===== src/rtl/fifo_wr_arbiter.sv =====
// Round-robin write-port arbiter for the shared byte FIFO.
// Producers take bounded tenures of up to MAX_BURST beats. Each tenure is
// followed by a one-cycle IDLE bubble in which the next owner is chosen.
// A write is never issued while the FIFO reports full.
module fifo_wr_arbiter #(
  parameter int NUM_REQ   = 4,
  parameter int DATA_W    = 8,
  parameter int MAX_BURST = 4
) (
  input  logic                         clk,
  input  logic                         rst,
  input  logic [NUM_REQ-1:0]           req_i,
  input  logic [NUM_REQ*DATA_W-1:0]    req_data_i,
  output logic [NUM_REQ-1:0]           gnt_o,
  input  logic                         fifo_full_i,
  input  logic                         fifo_overflow_i,
  output logic                         fifo_wr_o,
  output logic [DATA_W-1:0]            fifo_data_o,
  output logic [$clog2(NUM_REQ)-1:0]   owner_o,
  output logic                         busy_o,
  output logic                         err_overflow_o,
  output logic [15:0]                  xfer_cnt_o
);

  localparam int OW_W = $clog2(NUM_REQ);
  localparam int BC_W = $clog2(MAX_BURST + 1);

  typedef enum logic {IDLE, BURST} state_t;

  state_t            state_q, state_d;
  logic [OW_W-1:0]   owner_q, owner_d;
  logic [BC_W-1:0]   burst_q, burst_d;
  logic [15:0]       xfer_q, xfer_d;
  logic              err_q;
  logic              xfer;
  logic [OW_W-1:0]   next_owner;
  logic              found;

  // Round-robin search starting just after the last owner, wrapping around.
  always_comb begin
    next_owner = owner_q;
    found      = 1'b0;
    for (int k = 1; k <= NUM_REQ; k++) begin
      logic [OW_W-1:0] idx;
      idx = OW_W'((int'(owner_q) + k) % NUM_REQ);
      if (!found && req_i[idx]) begin
        found      = 1'b1;
        next_owner = idx;
      end
    end
  end

  // Write-side outputs are combinational from state so a beat lands in the same cycle.
  always_comb begin
    xfer        = (state_q == BURST) && req_i[owner_q] && !fifo_full_i;
    fifo_wr_o   = xfer;
    gnt_o       = xfer ? (NUM_REQ'(1) << owner_q) : '0;
    fifo_data_o = (state_q == BURST) ? req_data_i[int'(owner_q)*DATA_W +: DATA_W] : '0;
    busy_o      = (state_q == BURST);
  end

  // Next-state: pick an owner in IDLE, count beats and end the tenure in BURST.
  always_comb begin
    state_d = state_q;
    owner_d = owner_q;
    burst_d = burst_q;
    xfer_d  = xfer_q;
    case (state_q)
      IDLE: begin
        if (found) begin
          owner_d = next_owner;
          burst_d = '0;
          state_d = BURST;
        end
      end
      BURST: begin
        if (xfer) begin
          burst_d = burst_q + BC_W'(1);
          xfer_d  = xfer_q + 16'd1;
        end
        // A full FIFO holds the tenure; only a dropped request or a last beat ends it.
        if (!req_i[owner_q]) begin
          state_d = IDLE;
        end else if (xfer && (burst_q == BC_W'(MAX_BURST - 1))) begin
          state_d = IDLE;
        end
      end
      default: state_d = IDLE;
    endcase
  end

  // State registers; owner resets to the top index so the first grant searches from 0.
  always_ff @(posedge clk or posedge rst) begin
    if (rst) begin
      state_q <= IDLE;
      owner_q <= OW_W'(NUM_REQ - 1);
      burst_q <= '0;
      xfer_q  <= '0;
      err_q   <= 1'b0;
    end else begin
      state_q <= state_d;
      owner_q <= owner_d;
      burst_q <= burst_d;
      xfer_q  <= xfer_d;
      if (fifo_overflow_i) begin
        err_q <= 1'b1;
      end
    end
  end

  assign owner_o        = owner_q;
  assign err_overflow_o = err_q;
  assign xfer_cnt_o     = xfer_q;

endmodule


===== config.mk =====
export PLATFORM = sky130hd
export DESIGN_NAME = fifo_wr_arbiter
export DESIGN_NICKNAME = d
export VERILOG_FILES = /design/src/rtl/fifo_wr_arbiter.sv
export SDC_FILE = /design/constraint.sdc
export NUM_CORES = 1
export LEC_CHECK = 0
export ABC_AREA = 1
export CORE_ASPECT_RATIO = 0.8
export CORE_MARGIN = 4
export CORE_UTILIZATION = 47
export DETAILED_ROUTE_END_ITERATION = 12
export GPL_ROUTABILITY_DRIVEN = 1
export HOLD_SLACK_MARGIN = 0.08
export PLACE_DENSITY = 0.86
export SYNTH_ARGS = -nofsm -noshare
export SYNTH_HDL_FRONTEND = slang
export SYNTH_SLANG_ARGS = --single-unit
export TNS_END_PERCENT = 1

===== constraint.sdc =====
create_clock -name clk -period 5.2 [get_ports clk]
set_clock_uncertainty 0.2 [all_clocks]
set_input_delay 1.3 -clock clk [delete_from_list [all_inputs] [get_ports clk]]
set_output_delay 1.3 -clock clk [all_outputs]
set_load 0.03 [all_outputs]

Yosys cells after proc, flatten, opt, wreduce, memory -nomap -nowiden
Index checks and enable logic that the tools add are counted.
{"block": "totals", "register_bits": 23, "latch_bits": 0, "mem_bits_rw": 0, "rom_bits": 0, "in_bits": 40, "output_inout_bits": 33, "elab_cells": 63, "memories": 0}
{"block": "op_classes", "addsub": 6, "multipliers": 0, "div": 0, "n_lt_le_gt_ge": 5, "n_eq_ne": 3, "shift": 2, "n_mux": 27, "bitwise": 1, "reduce_logical": 14}
{"cell": "$shiftx A32 B6 Y8", "count": 1}
{"cell": "$add A16 B1 Y16 const B", "count": 1}
{"cell": "$lt A2 B3 Y1 const B", "count": 5}
{"cell": "$mux W1", "count": 12}
{"cell": "$bmux W1 S2", "count": 5}
{"cell": "$mux W2", "count": 4}
{"cell": "$mux W8", "count": 1}
{"cell": "$logic_and A1 B1 Y1", "count": 6}
{"cell": "$mux W3", "count": 2}
{"cell": "$pmux W3 S2", "count": 1}
{"cell": "$add A2 B1 Y2 const B", "count": 2}
{"cell": "$add A2 B2 Y2 const B", "count": 2}
{"cell": "$logic_not A1 Y1", "count": 4}
{"cell": "$mux W4", "count": 1}
{"cell": "$reduce_and A2 Y1", "count": 2}
{"cell": "$reduce_bool A4 Y1", "count": 1}
{"cell": "$shl A1 B2 Y4 const A", "count": 1}
{"cell": "$add A3 B1 Y3 const B", "count": 1}
{"cell": "$eq A3 B2 Y1 const B", "count": 1}
{"cell": "$reduce_and A3 Y1", "count": 1}
{"cell": "$ne A2 B1 Y1 const B", "count": 1}
{"cell": "$ne A2 B2 Y1 const B", "count": 1}
{"cell": "$pmux W1 S2", "count": 1}
{"cell": "$not A1 Y1", "count": 1}

Depth between registers and ports, before layout
Gate-level depths: netlist of run 1.
{"block": "logic_depth", "ltp_word": 15, "depth_mapped": 13, "mapped_depth_nobuf": 11}

Worst setup path before layout of run 1
Ideal clock, no wire load.
{"block": "synth_timing", "path_type": "input -> output", "from": "input port req_i[3]", "to": "output port gnt_o[0]", "t_arrival_ns": 2.286, "t_required_ns": 3.700, "setup_slack_ns": 1.414, "stages": 7, "path_buffers": 1, "cell_sequence": "inv_1 > nand2_1 > nand2_2 > nand2_2 > nand4_4 > buf_4 > nor2_1"}
{"block": "synth_between", "elab_chain_cells": 5}
{"item": "start: declaration", "line": "12", "rtl": "input logic [NUM_REQ-1:0] req_i,"}
{"item": "$bmux W1 S2", "line": "55", "rtl": "xfer = (state_q == BURST) && req_i[owner_q] && !fifo_full_i;"}
{"item": "$mux W1 (not written as such)", "line": "55"}
{"item": "$logic_and A1 B1 Y1 (2 in a row)", "line": "55"}
{"item": "$mux W4", "line": "57", "rtl": "gnt_o = xfer ? (NUM_REQ'(1) << owner_q) : '0;"}
{"item": "end: declaration", "line": "14", "rtl": "output logic [NUM_REQ-1:0] gnt_o,"}
No other way between the ends. The select of a mux whose other input is x is not followed.

Worst setup path in the final report of run 1
{"block": "layout_timing", "from": "input port req_i[0]", "to": "output port fifo_wr_o"}
{"block": "layout_between", "elab_chain_cells": 4}
{"item": "$bmux W1 S2", "line": "55"}
{"item": "$mux W1 (not written as such)", "line": "55"}
{"item": "$logic_and A1 B1 Y1 (2 in a row)", "line": "55"}
{"item": "end: declaration", "line": "17", "rtl": "output logic fifo_wr_o,"}
No other way between the ends. The select of a mux whose other input is x is not followed.

==> results of run 1 <==
-- sequential cells by signal, indices dropped and copies added (netlist names) --
register        count
err_overflow_o      1
xfer_cnt_o         16
burst_q             3
owner_o             2
busy_o              1
-- power by group --
group          internal, W  switching, W  total, W
Clock            0.0000547     0.0000541  0.000109
Combinational     0.000335      0.000563  0.000898
Sequential        0.000232     0.0000673  0.000299
-- critical path, cell delays in order --
cell and delay [ns]:
clkdlybuf4s50_1 0.51, nand2_1 0.12, nand3_2 0.13, nand4_4 0.27, inv_4 0.25, clkdlybuf4s50_1 0.70
-- worst min path at each step --
stage                               from              to  slack [ns]  cells after the start
after floorplan               burst_q[2]      burst_q[2]        0.28                      2
after CTS                 err_overflow_o  err_overflow_o        0.30                      1
after global placement    err_overflow_o  err_overflow_o        0.25                      1
after global routing      err_overflow_o  err_overflow_o        0.32                      1
after detailed placement  err_overflow_o  err_overflow_o        0.28                      1
final                     err_overflow_o  err_overflow_o        0.29                      1
-- Yosys cell counts, drive strengths merged, types with 7 or more instances --
cell type  count
nand2         76
nor3           8
nand4         12
buf            7
ha             7
nand3         19
inv           34
a21oi          8
xor2          10
nor2          47
dfrtp         21
o21ai         22
-- layout make-up --
cell class	instances	area (µm²)
clock buffers	4	45.0
well taps	42	52.6
multi-input cells	211	1040
flip-flops and latches	23	578
inverters	34	130
repair buffers	73	728
fillers	284	987
-- kinds of logic after synthesis --
kind of cell    after synthesis  share of synthesized area [%]
xor+xnor                     11                           5.33
buf+inv                      43                           10.2
compound gates               30                           8.31
fa+ha+maj                     7                           4.85
flops                        23                           32.0
simple gates                163                           39.3
-- stage by stage --
step | setup WS (ns) | utilization, % | hold WS (ns) | instance area, µm² | cells
2_1_floorplan | 1.41 | - | 0.285 | 1810 | 277
3_3_place_gp | 0.466 | 71.1 | 0.253 | 2530 | 383
3_5_place_dp | 0.420 | 71.1 | 0.284 | 2530 | 383
4_1_cts | 0.418 | 72.3 | 0.301 | 2580 | 387
5_1_grt | 0.281 | 72.3 | 0.323 | 2580 | 387
6_report | 0.412 | 72.3 | 0.292 | 2580 | 387
-- per-layer routing --
layer / vias to the layer above / track usage (%) / part of all wire [%]
met4: 0 / 5.11 / 1.3
li1: 1017 / - / -
met3: 7 / 4.56 / 8.2
met5: - / 0 / 0
met2: 88 / 32.1 / 46
met1: 878 / 26.0 / 45
==> results.md, run 1 <==
- R2R Path Start: owner_o[1]
- Nets: 393
- Largest net degree at the start of global routing: 27
- F_max: about 210 MHz
- Main synth FF type: dfrtp_1
- DIE AREA: 4910 µm²
- Number of synthesized flops with an enable pin: 0
- Clk slew on worst S/H paths: 0.07 ns
- Antenna Nets Post-Route: 0
- Post-route clock period utilization: 92.1%
- Commonest non-fill, non-tap cells in the layout: nand2_1 (73), clkdlybuf4s50_1 (72), nor2_1 (47)
- Hold Buf Count CTS: 0
- Syn_area_per_cell: roughly 6.5 µm²
- Count of different cell masters after synthesis: 25
- Initial antenna violation count: 0
- WP data required: between 3 and 4 ns
- Postcts setup bufs: 0
- Hold Crit Class: flop to flop
- Die Width: 77.3 µm
- Nature of the critical path endpoint: output port
- Post-DP HPWL: 3850 µm
- CTS Buffer Depth: 2
- RR Endpoint: burst_q[1]
- CP endpoint: fifo_wr_o
- Core region area: 3570 µm²
- Site row count: 19
- Pre-Repair DR Iteration Count: 4
- Final Hold Viols: 0
- Vias in the first global route: 1750
- H-tree Lvls: 1
- CP Data Arrival Time: between 3 and 4 ns
- Initial Util: 50.7%
- Synth warn: 0
- CTS buffer count: 3
- Vias after detailed routing: 1990
- Cell count after synthesis: 277
- Diodes inserted: 0
- Synth area leaders: dfrtp_1 (29%), nand2_1 (15%), nor2_1 (9.8%)
- Clock sink count: 23
- Synth-to-layout area growth: 42.7%
- Synth area leader: dfrtp_1
- Slew @ Worst Pin: roughly 0.86 ns
- Sequential area share after synthesis: 32.0%
- CTS tree: done
- PnR Total Power: roughly 0.0013 W
- Leak pwr: ~1.2 nW
- Syn nets: 324
- Reg2reg setup slack: 2.63 ns
- Max-slew violations: 0
- Fin Setup TNS: 0 ns
- Fraction of registers with async set or reset after synthesis: 100%
- Setup Viol. Count Final: 0
- Synth Register Bits: 23
- Unrepaired setup endpoints after global routing: false
- CP startpoint: req_i[0]
- GRT Total Usage: roughly a fifth
- Placer Congestion: 0.860
- Clk root buf: clkbuf_8
- Status: finished clean
- Routed WL: 4850 µm
- Commonest non-fill, non-tap cell in the layout: nand2_1
- DRC Markers: 0
- Remaining Overflow, GRT: 0
- Post-synth top area share: 29.1%
- Crit path kind: input pin to output port
- Max_cap viols: 0
- Worst VDD drop: ~0.00033 V
- Resize count post-CTS: 0
- PD cells: roughly 510 nW/µm²
- Top Ports: 73
- Final min period: 4.79 ns
- CP startpoint kind: input pin
- Max FO, Critical Path: 17
- R2r worst-path depth: 9
- DR vias/cell: just over 5
- Slew headroom: 42.7%
- DRT iter0 DRCs: 126
- Port Buffers: 72
- First-pass GRT wire length: between 7000 and 8000 µm
- Mapped cell area: around 1800 µm²
- Share of layout cells above drive strength 1: 4.35%
- Wire per inst: 12.5 µm
- Chip height: approximately 63 µm
- Worst-skew pair later-pin latency: 0.26 ns
(Power assumes the default switching activity.)
==> run 2: changes to the inputs <==
--- a/config.mk
+++ b/config.mk
@@ -6,9 +6,9 @@
 export NUM_CORES = 1
 export LEC_CHECK = 0
 export ABC_AREA = 1
-export CORE_ASPECT_RATIO = 0.8
 export CORE_MARGIN = 4
 export CORE_UTILIZATION = 47
+export CTS_BUF_LIST = sky130_fd_sc_hd__clkbuf_8 sky130_fd_sc_hd__clkbuf_16
 export DETAILED_ROUTE_END_ITERATION = 12
 export GPL_ROUTABILITY_DRIVEN = 1
 export HOLD_SLACK_MARGIN = 0.08
==> results.md, run 2 (synthesis gave the netlist of run 1 again) <==
- Status: finished clean
- Fin Setup TNS: 0 ns (unchanged)
- Slew @ Worst Pin: 0.838 ns (-0.0200 ns)
- Reg2reg setup slack: 2.70 ns (+0.07 ns)
- H-tree Lvls: 1 (unchanged)
- GR Util met2: 35.7% (+3.6 points)
- Top Ports: 73 (unchanged)
- Antenna Nets Post-Route: 0 (unchanged)
- WP data required: 3.70 ns (about the same)
- Grt met3 use: 3.74% (-0.82 points)
- CP Data Arrival Time: 3.33 ns (+0.04 ns)
- Met1 GRT Util: 28.3% (+2.4 points)
- Final Hold Viols: 0 (unchanged)
- Final min period: 4.83 ns (+0.0373 ns)
- PnR Total Power: 0.00131 W (+0.27%)
- Placer Congestion: 0.839 (-2.4%)
- CP startpoint kind: input pin
- Die Width: 70 µm (-9.5%)
- DIE AREA: 4900 µm² (-0.13%)
- Int Pwr: 0.000619 W (-0.38%)
- Fillers: 327 (+15%)
- Port Buffers: 72 (unchanged)
- Max reg flops: 16 (unchanged)
- R2r worst-path depth: 9 (unchanged)
- Worst-skew pair later-pin latency: 0.26 ns (about the same)
- Setup Viol. Count Final: 0 (unchanged)
- Largest net degree at the start of global routing: 26 (-3.7%)
- Vias in the first global route: 1847 (+5.5%)
- Slowest stage delay, CP: 0.70 ns (about the same)
- Synth-to-layout area growth: 43.1%
- Post-route clock period utilization: 92.8% (+0.72 points)
- Share of layout cells above drive strength 1: 4.35% (unchanged)
- Nets: 393 (unchanged)
- Wire per inst: 13.0 µm (+3.5%)
- Leak pwr: 1.22 nW (+0.34%)
- Initial antenna violation count: 0 (unchanged)
- Unrepaired setup endpoints after global routing: false
- Crit path kind: input pin to output port
- Hold Path Cell Cnt: 1 (unchanged)
- Pre-Repair DR Iteration Count: 4 (unchanged)
- DR vias/cell: 5.17 (+0.45%)
- First-pass GRT wire length: 8640 µm (+11%)
- CTS buffer count: 3 (unchanged)
- Max_cap viols: 0 (unchanged)
- Commonest non-fill, non-tap cells in the layout: nand2_1 (73), clkdlybuf4s50_1 (72), nor2_1 (47)
- RR Endpoint: burst_q[1]
- Remaining Overflow, GRT: 0 (unchanged)
- Seq pwr share: 23.0% (about the same)
- CP Cell Sequence: clkdlybuf4s50_1, nand2_1, nand3_2, nand4_4, inv_4, clkdlybuf4s50_1
- CTS tree: done
- Comb pwr share: 68.8% (about the same)
- CTS Buffer Depth: 2 (unchanged)
- Resize count post-CTS: 0 (unchanged)
- F_max: 207 MHz (-0.77%)
- R2R Path Start: owner_o[1]
- Clk root buf: clkbuf_8
- Core region area: 3690 µm² (+3.4%)
- Sw Share: 52.7% (+0.31 points)
- Site row count: 22 (+3)
- Crit-path most repeated cell: clkdlybuf4s50_1
- Initial Util: 49.0% (-1.7 points)
- Clk pwr share: 8.2% (about the same)
- GRT Total Usage: 21.0% (+1.4 points)
- Max-slew violations: 0 (unchanged)
- DRC Markers: 0 (unchanged)
- Routed WL: 5100 µm (+5.1%)
- Post-DP HPWL: 4040 µm (+4.8%)
- Diodes inserted: 0 (unchanged)
- Hold Crit Class: flop to flop
- Postcts setup bufs: 0 (unchanged)
- Layout Utilization: 70.1% (-2.2 points)
- Clock sink count: 23 (unchanged)
- Chip height: 70 µm (+10%)
- PD cells: 506 nW/µm² (about the same)
- Hold Path End: err_overflow_o
- Hold Buf Count CTS: 0 (unchanged)
- DRT iter0 DRCs: 167 (+33%)
- Nature of the critical path endpoint: output port
- Min-delay src: err_overflow_o
- Commonest non-fill, non-tap cell in the layout: nand2_1
- Clk slew on worst S/H paths: 0.08 ns (about the same)
- Critical-path top delay cell: clkdlybuf4s50_1
- Slew headroom: 44.1% (+1.3 points)
- Global route hottest layer: met2
- Max FO, Critical Path: 17 (unchanged)
- Worst VDD drop: 0.000260 V (-21%)
- Vias after detailed routing: 2030 (+2.0%)
- Psw: 0.000690 W (+0.87%)
[run 2: cell count changes in the layout (fill, tap and decap cells not counted)]
cell      delta
clkbuf_1     -1
inv_1        +1
[run 2: layout make-up]
class,count,area [µm²],share of cell area [%]
Tap cell,48,60.1,2.32
Timing Repair Buffer,73,728,28.2
Multi-Input combinational cell,211,1040,40.4
Clock buffer,3,41.3,1.60
Inverter,34,130,5.03
Sequential cell,23,578,22.4
Clock inverter,1,3.75,0.145
[run 2: worst max path at each step]
stage | cells after the start | startpoint | slack [ns] | to
2_1_floorplan | 7 | req_i[3] | 1.41 | gnt_o[0]
3_3_place_gp | 6 | req_i[0] | 0.45 | fifo_wr_o
3_5_place_dp | 6 | req_i[0] | 0.40 | fifo_wr_o
4_1_cts | 6 | req_i[0] | 0.39 | fifo_wr_o
5_1_grt | 8 | req_i[3] | 0.25 | fifo_wr_o
6_report | 6 | req_i[0] | 0.37 | fifo_wr_o
[run 2: critical path: cells and delay by family]
family	cells	cell delay [ns]
buffers and inverters	3	1.48
AND/OR/NAND/NOR	3	0.54
[run 2: power groups by stage]
stage                     logic (W)  registers [W]  clock network, W
after floorplan            0.000542       0.000364                 0
after global placement     0.000883       0.000302                 0
after detailed placement   0.000905       0.000304                 0
after CTS                  0.000906       0.000301          0.000109
after global routing       0.000985       0.000312          0.000118
final                      0.000901       0.000301          0.000108
[run 2: metrics by stage]
stage	hold WS (ns)	area, µm²	setup WS (ns)	std cells
floorplan	0.285	1810	1.41	277
global placement	0.261	2540	0.449	389
detailed placement	0.278	2540	0.402	389
CTS	0.296	2590	0.393	393
global route	0.334	2590	0.253	393
finish	0.292	2590	0.375	393
[run 2: layer usage]
layer	wire length (µm)	up-vias
met2	2580	72
met5	0	-
met1	2210	937
li1	-	1015
met4	38	0
met3	272	6
